===== src/rtl/serial_alu_ctrl_pkg.sv =====
`default_nettype none
// ============================================================================
//  Module      : serial_alu_pkg
//  Description : Shared opcodes, FSM state type and helper functions for the
//                bit-serial ALU controller.
//  Revision    : 1.0 - initial release
// ============================================================================
package serial_alu_pkg;

  localparam logic [2:0] OP_INC = 3'b000;
  localparam logic [2:0] OP_ADD = 3'b001;
  localparam logic [2:0] OP_SUB = 3'b010;
  localparam logic [2:0] OP_DEC = 3'b011;
  localparam logic [2:0] OP_AND = 3'b100;
  localparam logic [2:0] OP_OR  = 3'b101;
  localparam logic [2:0] OP_XOR = 3'b110;
  localparam logic [2:0] OP_NOT = 3'b111;

  typedef enum logic [1:0] {
    IDLE = 2'd0,
    RUN  = 2'd1,
    DONE = 2'd2
  } state_e;

  // Arithmetic ops are the lower half of the opcode space.
  function automatic logic is_arith(input logic [2:0] op);
    return ~op[2];
  endfunction

  // Value loaded into the carry/borrow flop when a command is accepted.
  // SUB uses A + ~B + 1, DEC starts with a borrow of one.
  function automatic logic carry_init(input logic [2:0] op, input logic cin);
    logic c;
    case (op)
      OP_INC:  c = 1'b1;
      OP_ADD:  c = cin;
      OP_SUB:  c = 1'b1;
      OP_DEC:  c = 1'b1;
      default: c = 1'b0;
    endcase
    return c;
  endfunction

endpackage
`default_nettype wire


===== src/rtl/serial_alu_ctrl_if.sv =====
`default_nettype none
// ============================================================================
//  Module      : serial_alu_ctrl_if
//  Description : Command/response bundle between a command source and the
//                bit-serial ALU controller.
//  Revision    : 1.0 - initial release
// ============================================================================
interface serial_alu_ctrl_if #(
  parameter int WIDTH = 8
);

  logic             start;
  logic [2:0]       op;
  logic [WIDTH-1:0] a;
  logic [WIDTH-1:0] b;
  logic             cin;
  logic             busy;
  logic             done;
  logic [WIDTH-1:0] result;
  logic             cout;
  logic             ovf;
  logic             zero;

  modport master (
    output start, op, a, b, cin,
    input  busy, done, result, cout, ovf, zero
  );

  modport slave (
    input  start, op, a, b, cin,
    output busy, done, result, cout, ovf, zero
  );

endinterface
`default_nettype wire


===== src/rtl/serial_alu_ctrl_onebit.sv =====
`default_nettype none
// ============================================================================
//  Module      : onebit
//  Description : One-bit ALU slice. S selects INC/ADD/SUB/DEC/AND/OR/XOR/NOT;
//                Cout is the carry (or borrow for DEC), 0 for logic ops.
//  Revision    : 1.0 - initial release
// ============================================================================
module onebit (
  input  logic       A,
  input  logic       B,
  input  logic       Cin,
  input  logic [2:0] S,
  output logic       F,
  output logic       Cout
);

  // Single-bit function select; SUB adds the inverted B operand.
  always_comb begin
    F    = 1'b0;
    Cout = 1'b0;
    case (S)
      3'b000: begin F = A ^ Cin;      Cout = A & Cin; end
      3'b001: begin F = A ^ B ^ Cin;  Cout = (A & B) | (A & Cin) | (B & Cin); end
      3'b010: begin F = A ^ ~B ^ Cin; Cout = (A & ~B) | (A & Cin) | (~B & Cin); end
      3'b011: begin F = A ^ Cin;      Cout = ~A & Cin; end
      3'b100: F = A & B;
      3'b101: F = A | B;
      3'b110: F = A ^ B;
      default: F = ~A;
    endcase
  end

endmodule
`default_nettype wire


===== src/rtl/serial_alu_ctrl.sv =====
`default_nettype none
// ============================================================================
//  Module      : serial_alu_ctrl
//  Description : Bit-serial ALU controller. Runs one onebit slice over WIDTH
//                cycles, LSB first, with a start/busy/done handshake.
//  Revision    : 1.0 - initial release
// ============================================================================
module serial_alu_ctrl
  import serial_alu_pkg::*;
#(
  parameter int WIDTH = 8
) (
  input  logic            clk,
  input  logic            rst_n,
  serial_alu_ctrl_if.slave bus
);

  localparam int CNT_W = $clog2(WIDTH);
  localparam logic [CNT_W-1:0] C_LAST = CNT_W'(WIDTH - 1);

  state_e           state_q, state_d;
  logic [WIDTH-1:0] a_sh_q, a_sh_d;
  logic [WIDTH-1:0] b_sh_q, b_sh_d;
  logic [WIDTH-1:0] res_sh_q, res_sh_d;
  logic [2:0]       op_q, op_d;
  logic             carry_q, carry_d;
  logic [CNT_W-1:0] cnt_q, cnt_d;
  logic [WIDTH-1:0] result_q, result_d;
  logic             cout_q, cout_d;
  logic             ovf_q, ovf_d;
  logic             zero_q, zero_d;

  logic             w_f;
  logic             w_cout;
  logic             w_busy;
  logic             w_accept;
  logic [WIDTH-1:0] w_res_next;

  onebit u_slice (
    .A    (a_sh_q[0]),
    .B    (b_sh_q[0]),
    .Cin  (carry_q),
    .S    (op_q),
    .F    (w_f),
    .Cout (w_cout)
  );

  assign w_busy     = (state_q == RUN);
  assign w_accept   = bus.start & ~w_busy;
  assign w_res_next = {w_f, res_sh_q[WIDTH-1:1]};

  assign bus.busy   = w_busy;
  assign bus.done   = (state_q == DONE);
  assign bus.result = result_q;
  assign bus.cout   = cout_q;
  assign bus.ovf    = ovf_q;
  assign bus.zero   = zero_q;

  // Next-state and datapath update: accept, shift one bit per RUN cycle, latch flags on the last bit.
  always_comb begin
    state_d  = state_q;
    a_sh_d   = a_sh_q;
    b_sh_d   = b_sh_q;
    res_sh_d = res_sh_q;
    op_d     = op_q;
    carry_d  = carry_q;
    cnt_d    = cnt_q;
    result_d = result_q;
    cout_d   = cout_q;
    ovf_d    = ovf_q;
    zero_d   = zero_q;

    case (state_q)
      RUN: begin
        res_sh_d = w_res_next;
        a_sh_d   = a_sh_q >> 1;
        b_sh_d   = b_sh_q >> 1;
        carry_d  = is_arith(op_q) ? w_cout : 1'b0;
        cnt_d    = cnt_q + CNT_W'(1);
        if (cnt_q == C_LAST) begin
          state_d  = DONE;
          result_d = w_res_next;
          // carry_q is the carry into the MSB on this final bit
          cout_d   = is_arith(op_q) ? w_cout : 1'b0;
          ovf_d    = is_arith(op_q) ? (carry_q ^ w_cout) : 1'b0;
          zero_d   = (w_res_next == '0);
        end
      end
      DONE: state_d = IDLE;
      default: state_d = IDLE;
    endcase

    // A start outside RUN wins over the DONE->IDLE fallback
    if (w_accept) begin
      state_d = RUN;
      a_sh_d  = bus.a;
      b_sh_d  = bus.b;
      op_d    = bus.op;
      cnt_d   = '0;
      carry_d = carry_init(bus.op, bus.cin);
    end
  end

  // State and datapath registers; async reset aborts any operation in flight.
  always_ff @(posedge clk or negedge rst_n) begin
    if (!rst_n) begin
      state_q  <= IDLE;
      a_sh_q   <= '0;
      b_sh_q   <= '0;
      res_sh_q <= '0;
      op_q     <= '0;
      carry_q  <= 1'b0;
      cnt_q    <= '0;
      result_q <= '0;
      cout_q   <= 1'b0;
      ovf_q    <= 1'b0;
      zero_q   <= 1'b0;
    end else begin
      state_q  <= state_d;
      a_sh_q   <= a_sh_d;
      b_sh_q   <= b_sh_d;
      res_sh_q <= res_sh_d;
      op_q     <= op_d;
      carry_q  <= carry_d;
      cnt_q    <= cnt_d;
      result_q <= result_d;
      cout_q   <= cout_d;
      ovf_q    <= ovf_d;
      zero_q   <= zero_d;
    end
  end

endmodule
`default_nettype wire


===== src/flat_wrapper.sv =====
// flat-port wrapper written by rule: the top's interface ports become plain ports
module serial_alu_ctrl_flat import serial_alu_pkg::*;
#(
  parameter int WIDTH = 8
)
  (clk, rst_n, bus_start, bus_op, bus_a, bus_b, bus_cin, bus_busy, bus_done, bus_result, bus_cout, bus_ovf, bus_zero);
  serial_alu_ctrl_if #(.WIDTH(WIDTH)) bus_i ();
  input  logic clk;
  input  logic rst_n;
  input wire logic [$bits(bus_i.start)-1:0] bus_start;
  input wire logic [$bits(bus_i.op)-1:0] bus_op;
  input wire logic [$bits(bus_i.a)-1:0] bus_a;
  input wire logic [$bits(bus_i.b)-1:0] bus_b;
  input wire logic [$bits(bus_i.cin)-1:0] bus_cin;
  output wire logic [$bits(bus_i.busy)-1:0] bus_busy;
  output wire logic [$bits(bus_i.done)-1:0] bus_done;
  output wire logic [$bits(bus_i.result)-1:0] bus_result;
  output wire logic [$bits(bus_i.cout)-1:0] bus_cout;
  output wire logic [$bits(bus_i.ovf)-1:0] bus_ovf;
  output wire logic [$bits(bus_i.zero)-1:0] bus_zero;
  assign bus_i.start = bus_start;
  assign bus_i.op = bus_op;
  assign bus_i.a = bus_a;
  assign bus_i.b = bus_b;
  assign bus_i.cin = bus_cin;
  assign bus_busy = bus_i.busy;
  assign bus_done = bus_i.done;
  assign bus_result = bus_i.result;
  assign bus_cout = bus_i.cout;
  assign bus_ovf = bus_i.ovf;
  assign bus_zero = bus_i.zero;
  serial_alu_ctrl #(.WIDTH(WIDTH)) u_core (.clk(clk), .rst_n(rst_n), .bus(bus_i));
endmodule

===== config.mk =====
export PLATFORM = sky130hd
export DESIGN_NAME = serial_alu_ctrl_flat
export DESIGN_NICKNAME = d
export VERILOG_FILES = /design/src/rtl/serial_alu_ctrl_pkg.sv /design/src/rtl/serial_alu_ctrl_if.sv /design/src/rtl/serial_alu_ctrl_onebit.sv /design/src/rtl/serial_alu_ctrl.sv /design/src/flat_wrapper.sv
export SDC_FILE = /design/constraint.sdc
export NUM_CORES = 1
export LEC_CHECK = 0
export CORE_ASPECT_RATIO = 0.6
export CORE_MARGIN = 2
export CORE_UTILIZATION = 52
export DETAILED_ROUTE_END_ITERATION = 8
export PLACE_DENSITY = 0.79
export SLEW_MARGIN = 40
export SYNTH_ARGS = -nofsm -noshare
export SYNTH_HDL_FRONTEND = slang
export SYNTH_HIERARCHICAL = 1
export SYNTH_SLANG_ARGS = --single-unit

===== constraint.sdc =====
create_clock -name clk -period 2.7 [get_ports clk]
set_clock_uncertainty 0.05 [all_clocks]
set_input_delay 0.81 -clock clk [delete_from_list [all_inputs] [get_ports clk]]
set_output_delay 0.81 -clock clk [all_outputs]
set_load 0.02 [all_outputs]

# Yosys cells after proc, flatten, opt, wreduce, memory -nomap -nowiden
# Cells that the tools add are included.
totals:
  ff_bits: 44
  latch_bits: 0
  ramBits: 0
  rom_bits: 0
  output_inout_bits: 13
  wordCells: 69
  memories: 0
classes:
  n_addsub: 1
  n_mul: 0
  div: 0
  n_lt_le_gt_ge: 0
  eq_ne: 13
  shift: 0
  muxes: 16
  bitwise: 21
  n_reduce_logical: 7
ops:
  columns: ["operator", "count"]
  rows:
  - ["$mux W8", 4]
  - ["$eq A3 B2 Y1 const B", 4]
  - ["$eq A3 B3 Y1 const B", 4]
  - ["$logic_not A8 Y1", 1]
  - ["$and A1 B1 Y1", 7]
  - ["$eq A3 B1 Y1 const B", 2]
  - ["$logic_not A3 Y1", 2]
  - ["$mux W2", 3]
  - ["$mux W3", 2]
  - ["$pmux W1 S6", 1]
  - ["$xor A1 B1 Y1", 6]
  - ["$or A1 B1 Y1", 5]
  - ["$mux W1", 4]
  - ["$pmux W1 S4", 1]
  - ["$add A3 B1 Y3 const B", 1]
  - ["$ne A3 B3 Y1 const B", 1]
  - ["$not A1 Y1", 3]
  - ["$reduce_or A3 Y1", 1]
  - ["$eq A2 B1 Y1 const B", 1]
  - ["$eq A2 B2 Y1 const B", 1]
  - ["$pmux W1 S2", 1]
  - ["$reduce_and A2 Y1", 1]
  - ["$reduce_bool A2 Y1", 1]
  - ["$reduce_or A2 Y1", 1]

# Logic depth before layout (Yosys ltp)
# Gate-level depths: netlist (run 1).
depth:
  depth_word: 8
  ltp_mapped: 9
  mapped_depth_nobuf: 9

# By module
# Netlist (run 1), hierarchy kept.
modules_own_cells:
  columns: ["module", "instances", "cells_each", "area_per_inst_um2", "seq_area_each_um2"]
  rows:
  - ["serial_alu_ctrl", 1, 150, 1903.1, 1076.0]
  - ["onebit", 1, 21, 191.4, 0.0]

# Worst setup path before layout (run 1)
# Ideal clock, no wire load.
synth_timing:
  kind: "register -> register"
  start: "reg u_core.a_sh_q[0]"
  end: "reg u_core.zero_q (netlist: u_core/bus.zero)"
  setup_ps: 83
  arrival_ps: 1889
  required_ps: 2567
  slack_ps: 678
  path_stages_with_launch: 8
  path_buffers: 0
  synth_period_minus_slack_ps: 2022
  cell_sequence: "dfrtp_1 -> inv_2 -> ha_1 -> mux4_2 -> mux2_2 -> nor4_1 -> nand2_1 -> o21ai_0"
synth_between:
  elab_chain_len: 4
synth_rtl:
  columns: ["element", "line_no", "rtl"]
  rows:
  - ["from (decl)", "serial_alu_ctrl.sv:22", "logic [WIDTH-1:0] a_sh_q, a_sh_d;"]
  - ["from (signal assigned)", "serial_alu_ctrl.sv:120", "a_sh_q <= a_sh_d;"]
  - ["$xor A1 B1 Y1 (on tied branches)", "serial_alu_ctrl_onebit.sv:24, serial_alu_ctrl_onebit.sv:23, serial_alu_ctrl_onebit.sv:28", null]
  - ["$xor A1 B1 Y1 (on tied branches)", "serial_alu_ctrl_onebit.sv:24, serial_alu_ctrl_onebit.sv:23", null]
  - ["$pmux W1 S6 *", "serial_alu_ctrl_onebit.sv:21", "case (S)"]
  - ["named net u_core.w_f", "serial_alu_ctrl.sv:33", "logic w_f;"]
  - ["$logic_not A8 Y1 *", "serial_alu_ctrl.sv:86", "zero_d = (w_res_next == '0);"]
  - ["to (signal assigned)", "serial_alu_ctrl.sv:129", "zero_q <= zero_d;"]
  - ["to (decl)", "serial_alu_ctrl.sv:31", "logic zero_q, zero_d;"]
# The timed path passes the listed nets; every way through them passes the cells marked *.
# A chain may end at the register's enable or synchronous reset.

# Worst setup path in the final report (run 1)
layout_timing:
  start: "reg u_core.state_q[1]"
  end: "out bus_busy"
layout_between:
  elab_chain_len: 1
layout_rtl:
  columns: ["element", "line_no", "rtl"]
  rows:
  - ["from (decl)", "serial_alu_ctrl.sv:21", "state_e state_q, state_d;"]
  - ["from (signal assigned)", "serial_alu_ctrl.sv:119", "state_q <= state_d;"]
  - ["$eq A2 B1 Y1", "serial_alu_ctrl.sv:48", "assign w_busy = (state_q == RUN);"]
  - ["to (decl)", "flat_wrapper.sv:15", "output wire logic [$bits(bus_i.busy)-1:0] bus_busy;"]
# No other way between the ends.

==> results of run 1 <==
[final timing paths]
kind	start	cells after the start	slack [ns]	to
setup / recovery	u_core/state_q[1]	2	0.28	bus_busy
max in group asynchronous	rst_n	2	1.51	u_core/bus.zero
hold reg to reg	u_core/bus.cout	2	0.43	u_core/bus.cout
min in group asynchronous	rst_n	1	0.49	u_core/b_sh_q[5]
setup reg to reg	u_core/a_sh_q[0]	7	0.43	u_core/bus.zero
hold / removal	u_core/bus.cout	2	0.43	u_core/bus.cout
[cells by family after synthesis]
group	share of synthesized area (%)
XOR/XNOR	1.255
AND/OR/NAND/NOR	9.498
multiplexers	19.12
AO/OA/AOI/OAI	9.319
flip-flops	51.37
adder cells (fa/ha/maj)	2.987
buffers and inverters	6.451
[per-stage QoR]
step                power, W  util [%]  cells  instance area (um2)  worst slack [ns]
floorplan           0.002155         -    171                 2095            0.6781
global placement    0.002390     64.47    249                 2427            0.4225
detailed placement  0.002502     64.47    249                 2427            0.3753
CTS                 0.002898     66.63    257                 2509            0.2679
global route        0.003092     66.63    257                 2509            0.2288
finish              0.002878     66.63    257                 2509            0.2819
[per-layer routing]
| layer | global-route usage, % | share of wire [%] |
|---|---|---|
| met5 | 0 | 0 |
| met1 | 27.69 | 46 |
| met2 | 33.98 | 47 |
| met3 | 5.304 | 4.9 |
| met4 | 12.17 | 1.9 |
[state kept, by name, summed over array words and instances (netlist names), 2 cells and up]
register,count
u_core/a_sh_q,8
u_core/b_sh_q,8
u_core/bus.result,8
u_core/cnt_q,3
u_core/op_q,3
u_core/res_sh_q,7
u_core/state_q,2
[cell type report]
class | instances | area, um2 | area share, %
Clock buffer | 7 | 76.32 | 3.042
Timing Repair Buffer | 40 | 382.9 | 15.26
Inverter | 7 | 26.28 | 1.047
Clock inverter | 1 | 5.005 | 0.1995
Multi-Input combinational cell | 112 | 883.3 | 35.21
Tap cell | 47 | 58.81 | 2.344
Sequential cell | 43 | 1076 | 42.89
[power groups by stage]
stage	Clock [W]	Combinational (W)	Sequential [W]
finish	0.000390	0.00129	0.00120
floorplan	0	0.000942	0.00121
global route	0.000434	0.00141	0.00125
global placement	0	0.00121	0.00118
CTS	0.000403	0.00130	0.00120
detailed placement	0	0.00130	0.00121
[Yosys cell counts (2+ instances only)]
cell type / instances / area share (%)
dfrtp_1: 43 / 51
nand2_1: 22 / 3.9
mux2i_1: 16 / 7.6
mux2_2: 14 / 7.5
o21ai_0: 14 / 3.3
o21ai_1: 8 / 1.9
inv_1: 6 / 1.1
buf_6: 5 / 2.7
ha_1: 5 / 3.0
mux2_4: 4 / 2.9
nand3b_1: 3 / 1.1
nor2_1: 3 / 0.54
buf_12: 2 / 1.9
nand2b_1: 2 / 0.60
nor4_1: 2 / 0.60
o211ai_1: 2 / 0.72
xnor2_1: 2 / 0.84
[tightest hold or removal path, delay by kind of cell, from the launching register on]
kind	cells	cell delay, ns
DFF	1	0.34
AOI/OAI and AO/OA	1	0.06
and+or+nand+nor	1	0.04
==> results_dict.tcl, run 1 <==
set metrics [dict create \
    path_delay_family "buffers and inverters" \
    first_pass_iters 4 \
    p_int_w 0.001797 \
    arrival_ns 1.56 \
    yosysUniqueCellTypes 35 \
    layout_commonest_cell "dfrtp_1" \
    dieArea_mm2 0.004568 \
    dr.first_iter.drc_count 113 \
    clockRootBuffer "clkbuf_8" \
    cpMaxStageDelayCell "clkdlybuf4s50_1" \
    cts_setup_buffers 0 \
    cp_max_fo 3 \
    die_y_um 53.16 \
    grt_pass1_wl_um 7086 \
    clockPowerShare_pct 13.6 \
    switching_share_pct 37.57 \
    power_frac_comb_pct 44.9 \
    totalWireLength_um 4188 \
    num_rows 17 \
    hold_buffers 0 \
    crit_type "reg2out" \
    io_pins 36 \
    syn_area_mm2 0.002095 \
    power.net_switching_w 0.001081 \
    n_fill_cell 271 \
    final_cell_mix "43 x dfrtp_1, 34 x clkdlybuf4s50_1, 22 x nand2_1" \
    initial_utilization_pct 55.63 \
    cts_resized 0 \
    critPathBufInv 1 \
    cts_htree_levels 2 \
    synthCells 171 \
    clkSinkCount 43 \
    cts_max_path_buffers 2 \
    vias 1401 \
    max_slew_margin_pct 55.16 \
    synthToLayoutAreaGrowth_pct 19.77 \
    grt_pass1_vias 1447 \
    min_period_ns 2.418 \
    yosys_most_used_dff "dfrtp_1" \
    max_stage_delay_ns 0.60 \
    die_x_um 85.94 \
    cp-start-kind "flip-flop" \
    grt_usage_pct 21.59 \
    synth_edf_count 0 \
    worstHoldPathType "reg2reg" \
    synthesis.nets 199 \
    cts_tree "yes" \
    antenna_found_initial 0 \
    outcome "finished, final reports clean" \
    finalWeightedCongestion 0.7439 \
    setup-tns-final_ns 0 \
    path_clk_slew_ns 0.07 \
    vias_per_cell 5.451 \
    rsz0062_at_grt "false" \
    vdd_ir_drop_max_mv 0.6411 \
    seqPwrFrac_pct 41.5 \
    hold_violations 0 \
    drv_slew 0 \
    insertion_delay_ns 0.30 \
    crit_chain "and2b_4, clkdlybuf4s50_1" \
    overflow 0 \
    worstPathRequired_ns 1.84 \
    power.density_mw_per_mm2 1147 \
    n_antenna_cell 0 \
    async_flop_share_pct 100.0 \
    ys_ff_latch 43 \
    grt_start_max_net_pins 49 \
    numCtsBuffers 5 \
    core_area_mm2 0.003765 \
    fin_crit_sh_pct 89.56 \
    seq_area_frac_synth_pct 51.37 \
    cap_violations 0 \
    ys.warnings.count 6 \
    nets 237 \
    setup_viol 0 \
    drc 0 \
    antenna_left 0 \
    leakagePower_nw 1.152 \
    worst_hold_slack_ns 0.4329 \
    io_buffers 35 \
    worst_slew_pin_slew_ns 0.6726 \
    drive_above_1_share_pct 18.10 \
    crit_path_end_kind "output port" \
    avgSynthCellArea_um2 12.25 \
    wl_per_cell_um 16.30 \
    fmax_mhz 413.5 \
    dp_hpwl_um 3124 \
]
Power figures use the tool's default switching activity.
==> inputs of run 2 (changes only) <==
- SKIP_LAST_GASP: not set -> 1
==> results of run 2 <==
No change in the layout: final DEF, timing and power equal those of run 1.
